### config.mk
export PLATFORM = sky130hd
export DESIGN_NAME = rate_tick_select
export DESIGN_NICKNAME = d
export VERILOG_FILES = /design/src/rtl/rate_sel_pkg.sv /design/src/rtl/sel_sync_debounce.sv /design/src/rtl/rate_tick_select.sv
export SDC_FILE = /design/constraint.sdc
export NUM_CORES = 1
export LEC_CHECK = 0
export CORE_ASPECT_RATIO = 1.25
export CORE_MARGIN = 2
export CORE_UTILIZATION = 30
export DETAILED_ROUTE_END_ITERATION = 6
export PLACE_DENSITY = 0.46
export SKIP_CTS_REPAIR_TIMING = 1
export SLEW_MARGIN = 20
export SYNTH_ARGS = -nofsm -noshare
export SYNTH_HDL_FRONTEND = slang
export SYNTH_HIERARCHICAL = 1
export SYNTH_SLANG_ARGS = --single-unit
### constraint.sdc
create_clock -name clk -period 6.1 [get_ports clk]
set_input_delay 1.22 -clock clk [delete_from_list [all_inputs] [get_ports clk]]
set_output_delay 1.22 -clock clk [all_outputs]
set_load 0.02 [all_outputs]
### src/rtl/rate_sel_pkg.sv
// rate_sel_pkg: shared FSM state type, default divisor table and divisor extraction helper
package rate_sel_pkg;

    typedef enum logic {RUN, PEND} state_t;

    localparam int DEF_CNT_W = 26;
    localparam logic [4*DEF_CNT_W-1:0] DEF_DIV_LIST = {26'd50000000, 26'd12500000, 26'd3125000, 26'd1};

    // Widest packed divisor list the helper accepts (16 rates x 32 bits, with headroom)
    localparam int LIST_MAX = 1024;

    // Returns entry k of a packed list whose entries are w bits wide (w <= 32)
    function automatic logic [31:0] div_at(input logic [LIST_MAX-1:0] list, input int k, input int w);
        logic [LIST_MAX-1:0] s;
        s = list >> (k * w);
        return s[31:0] & ((32'd1 << w) - 32'd1);
    endfunction

endpackage

### src/rtl/sel_sync_debounce.sv
// sel_sync_debounce: two-flop synchroniser for a switch code with optional stability filter
//   clk, rst_n : system clock, asynchronous active-low reset
//   sel        : raw switch code, asynchronous to clk
//   cand       : synchronised (and, with SEL_DEBOUNCE_EN, debounced) candidate code
//   Optional feature macro: SEL_DEBOUNCE_EN
module sel_sync_debounce
    import rate_sel_pkg::*;
#(
    parameter int SEL_W      = 2,
    parameter int RESET_SEL  = 0,
    parameter int STABLE_CYC = 16
) (
    input  logic             clk,
    input  logic             rst_n,
    input  logic [SEL_W-1:0] sel,
    output logic [SEL_W-1:0] cand
);

    localparam logic [SEL_W-1:0] RST = SEL_W'(RESET_SEL);

    logic [SEL_W-1:0] s1, s2;

    always_ff @(posedge clk or negedge rst_n) begin
        if (!rst_n) begin
            s1 <= RST;
            s2 <= RST;
        end else begin
            s1 <= sel;
            s2 <= s1;
        end
    end

`ifdef SEL_DEBOUNCE_EN
    localparam int HW = $clog2(STABLE_CYC + 1);
    localparam logic [HW-1:0] HMAX = HW'(STABLE_CYC - 1);

    // h counts cycles s2 has already been stable minus one; s1 != s2 means s2 changes at this edge
    logic [HW-1:0] h;

    always_ff @(posedge clk or negedge rst_n) begin
        if (!rst_n) begin
            h    <= '0;
            cand <= RST;
        end else begin
            h <= (s1 != s2) ? '0 : (h == HMAX ? h : h + HW'(1));
            if (h == HMAX) cand <= s2;
        end
    end
`else
    assign cand = s2;
`endif

endmodule

### src/rtl/rate_tick_select.sv
// rate_tick_select: switch-selected clock-enable tick and divided square wave, glitch-free rate changes
//   clk, rst_n : system clock, asynchronous active-low reset
//   sel        : raw switch code selecting one of NUM_RATES divisors
//   tick       : one-cycle pulse every DIV_LIST[activeSel] cycles
//   clkOut     : square wave toggling on every tick
//   activeSel  : rate index currently in force
//   pending    : new rate accepted, waiting for the next tick boundary
//   Optional feature macro: SEL_DEBOUNCE_EN (debounce filter in sel_sync_debounce)
module rate_tick_select
    import rate_sel_pkg::*;
#(
    parameter int                          NUM_RATES  = 4,
    parameter int                          SEL_W      = 2,
    parameter int                          CNT_W      = 26,
    parameter logic [NUM_RATES*CNT_W-1:0]  DIV_LIST   = DEF_DIV_LIST,
    parameter int                          RESET_SEL  = 0,
    parameter int                          STABLE_CYC = 16
) (
    input  logic             clk,
    input  logic             rst_n,
    input  logic [SEL_W-1:0] sel,
    output logic             tick,
    output logic             clkOut,
    output logic [SEL_W-1:0] activeSel,
    output logic             pending
);

    localparam logic [SEL_W-1:0]    RST  = SEL_W'(RESET_SEL);
    localparam logic [SEL_W:0]      NR   = (SEL_W + 1)'(NUM_RATES);
    localparam logic [LIST_MAX-1:0] LIST = LIST_MAX'(DIV_LIST);

    state_t           state;
    logic [SEL_W-1:0] cand, next_sel;
    logic [CNT_W-1:0] cnt, div_cur;
    logic [CNT_W-1:0] div_tbl [2**SEL_W];
    logic             wrap, valid;

    // Full 2**SEL_W table so activeSel indexes it directly; unused slots are never selected
    for (genvar i = 0; i < 2**SEL_W; i++) begin : g_div
        if (i < NUM_RATES) begin : g_v
            localparam logic [31:0] D = div_at(LIST, i, CNT_W);
            assign div_tbl[i] = D[CNT_W-1:0];
        end else begin : g_u
            assign div_tbl[i] = CNT_W'(1);
        end
    end

    sel_sync_debounce #(
        .SEL_W     (SEL_W),
        .RESET_SEL (RESET_SEL),
        .STABLE_CYC(STABLE_CYC)
    ) u_sel (
        .clk  (clk),
        .rst_n(rst_n),
        .sel  (sel),
        .cand (cand)
    );

    assign div_cur = div_tbl[activeSel];
    assign wrap    = cnt == div_cur - CNT_W'(1);
    assign valid   = {1'b0, cand} < NR;

    // The wrap edge is the tick boundary: it emits the old-rate tick and hands over to next_sel
    always_ff @(posedge clk or negedge rst_n) begin
        if (!rst_n) begin
            cnt       <= '0;
            tick      <= 1'b0;
            clkOut    <= 1'b0;
            activeSel <= RST;
            next_sel  <= RST;
            pending   <= 1'b0;
            state     <= RUN;
        end else begin
            cnt    <= wrap ? '0 : cnt + CNT_W'(1);
            tick   <= wrap;
            clkOut <= clkOut ^ wrap;
            if (state == RUN) begin
                if (valid && cand != activeSel) begin
                    next_sel <= cand;
                    pending  <= 1'b1;
                    state    <= PEND;
                end
            end else if (wrap) begin
                activeSel <= next_sel;
                pending   <= 1'b0;
                state     <= RUN;
            end else if (cand == activeSel) begin
                pending <= 1'b0;
                state   <= RUN;
            end else if (valid) begin
                next_sel <= cand;
            end
        end
    end

endmodule

==> flow_summary_export.csv <==
group,metric,value,unit
setup_path,cp_max_fo,9,
clock_tree,clk-insertion-delay-late,290,ps
timing,fmax,368.3,MHz
floorplanning,dieArea,0.007290,mm2
setup_path,cpPeakStageDelay,680,ps
setup_path,cpMaxStageDelayCell,"clkdlybuf4s50_1",
detailed_routing,drc_errors,0,
yosys,syn_area,0.001986,mm2
clock_tree,clkTransAtPathRegs,70,ps
timing,rsz0062_at_grt,"false",
yosys,synth_seq_cells,38,
timing,tightestPinTransition,857.4,ps
yosys,netlist-cell-type-count,38,
floorplanning,core_area,0.006482,mm2
timing,clock_skew,1.930,ps
yosys,synth_flop_cell,"dfrtp_1",
floorplanning,die_h,94.96,um
floorplanning,rows,33,
placed_design,io_buffers,8,
final_layout,final_area,0.002245,mm2
timing,max_slew_margin,42.84,%
global_route,grt_pass1_vias,1463,
job,cap_violations,0,
detailed_routing,drt_iter0_drc,68,
yosys,ys_warn_count,6,
setup_path,reg2reg_from,"activeSel[1]$_DFFE_PN0P_",
min_path,min_from,"u_sel/s1[1]$_DFF_PN0_",
global_route,grt_antenna_before_repair,0,
timing,post-route-period-util,44.52,%
timing,fin_ws,3385,ps
setup_path,crit_start,"activeSel[1]$_DFFE_PN0P_",
final_layout,finalNetCount,210,
clock_tree,cts_root_buf,"clkbuf_8",
final_layout,final_util,34.63,%
power_and_ir_drop,vdd_drop_max,0.0001572,V
placed_design,place_ws,3128,ps
setup_path,worstSetupEndpointType,"output pin",
clock_tree,max-clock-path-buffers,2,
yosys,synth.area.top_cells,"dfrtp_1, xnor2_1, nor2_1",
final_layout,syn_to_final_growth,13.04,%
clock_tree,cts_tree,"done",
placed_design,placed_cell_area,0.002135,mm2
yosys,yosysTopAreaCellShare,47.89,%
yosys,netlist_instances,191,
setup_path,cp-start-kind,"flop",
detailed_routing,wirelength,4111,um
setup_path,criticalPathCategory,"reg2out",
timing,period_needed,2715,ps
timing,hold_viol_final,0,
detailed_routing,via_count,1366,
final_layout,layout-drive-gt1-share,8.416,%
placed_design,gp_congestion,0.7580,
floorplanning,initial_utilization,30.63,%
clock_tree,htree_levels,2,
global_route,grt_use_total,13.00,%
timing,final.setup.tns,0,ps
timing,hold_slack,351.2,ps
yosys,synth_edf_count,0,
detailed_routing,antenna_left,0,
yosys,avgSynthCellArea,10.40,um2
setup_path,crit_arrival,1500,ps
global_route,grt_max_degree,39,
yosys,synth-seq-area-share,47.89,%
timing,drv_slew,0,
floorplanning,die_w,76.77,um
detailed_routing,avgViaCountPerCell,4.727,
detailed_routing,wl_per_cell,14.22,um
final_layout,insertedDiodeCount,0,
yosys,postSynth.asyncResetShare,100.0,%
detailed_routing,dr.pass1.iters,4,
setup_path,critical-path-top-delay-family,"buffers and inverters",
clock_tree,cts_buffers,5,
status,status,"completed",
global_route,grt_pass1_wl,7362,um
placed_design,dp.final_hpwl,2902,um
power_and_ir_drop,p_leak,0.9258,nW
min_path,hold_path_class,"reg2reg",
setup_path,critPathBufInv,1,
power_and_ir_drop,p_per_area,315.3,mW/mm2
floorplanning,io_pins,9,
clock_tree,cts.sinks,38,
setup_path,crit_chain,"clkdlybuf4s50_1",
yosys,yosys.area.top_type,"dfrtp_1",
timing,setup_viol,0,
yosys,syn_nets,200,
global_route,grt_overflow,0,
setup_path,cp.required,4880,ps
registers in the layout, summed over array words and instances, names as in the netlist:
register and cells:
clkOut 1, u_sel/s1 2, tick 1, u_sel/cand 2, cnt 26, state 1, pending 1, activeSel 2
next_sel 2
Yosys cell counts (3+ instances only):
library cell / number
dfrtp_1: 38
nor2_1: 30
xnor2_1: 18
nand2_1: 13
nor4_1: 12
xor2_1: 11
nand3_1: 10
and4_1: 5
ha_1: 5
inv_1: 4
mux2_1: 4
nand4_1: 4
nor2b_1: 3
per-stage QoR:
step	instances	total power [mW]
2_1_floorplan	191	0.4514
3_3_place_gp	281	0.5028
3_5_place_dp	281	0.5025
4_1_cts	289	0.7216
5_1_grt	289	0.7578
6_report	289	0.7078
area by class of cell:
type                            count  area, um2
Sequential cell                    38      950.9
Inverter                            4      15.01
Multi-Input combinational cell    144      985.9
Clock buffer                        5      68.82
Clock inverter                      3      40.04
Fill cell                         681       4238
Timing Repair Buffer                8      75.07
Tap cell                           87      108.9
kinds of logic (layout without fill, tap and decap cells):
| logic type | count (synthesis) | after routing | synth area share [%] |
|---|---|---|---|
| adders and majority gates | 5 | 5 | 3.151 |
| DFF | 38 | 38 | 47.89 |
| AOI/OAI and AO/OA | 11 | 11 | 4.348 |
| xor gates and xnor gates | 29 | 29 | 12.79 |
| muxes | 6 | 6 | 3.277 |
| and+or+nand+nor | 93 | 93 | 26.02 |
| buffers and inverters | 9 | 20 | 2.520 |
final timing paths:
check	end	slack, ps	depth (start not counted)
max reg2reg	pending$_DFFE_PN0P_	3560	7
min	u_sel/cand[1]$_DFF_PN0_	350	0
min in group asynchronous	clkOut$_DFF_PN0_	1040	1
max	activeSel[1]	3380	1
min reg2reg	u_sel/cand[1]$_DFF_PN0_	350	0
max in group asynchronous	next_sel[0]$_DFFE_PN0P_	4530	1
routing by layer:
| metal | up-vias | share of wire (%) | GRT usage [%] |
|---|---|---|---|
| li1 | 683 | - | - |
| met1 | 661 | 45 | 15.87 |
| met2 | 17 | 49 | 22.22 |
| met3 | 5 | 3.0 | 2.868 |
| met4 | 0 | 2.0 | 5.455 |
| met5 | - | 0 | 0 |
where the power goes:
part	total, mW	internal (mW)	switching, mW
clock	0.211	0.120	0.0907
combinational	0.157	0.0773	0.0796
sequential	0.340	0.288	0.0517
total	0.708	0.486	0.222
layout by cell type (no fill, tap or decap), drive strengths merged, types with 3 or more instances in the layout:
| master | count |
|---|---|
| dfrtp | 38 |
| nor2 | 30 |
| xnor2 | 18 |
| nand2 | 13 |
| nor4 | 13 |
| xor2 | 11 |
| nand3 | 10 |
| clkdlybuf4s50 | 7 |
| and4 | 5 |
| ha | 5 |
| clkbuf | 5 |
| nand4 | 5 |
| inv | 4 |
| mux2 | 4 |
| nor2b | 3 |
| nor4b | 3 |
| nand2b | 3 |
No activity file was read; power rests on OpenSTA's default activity.
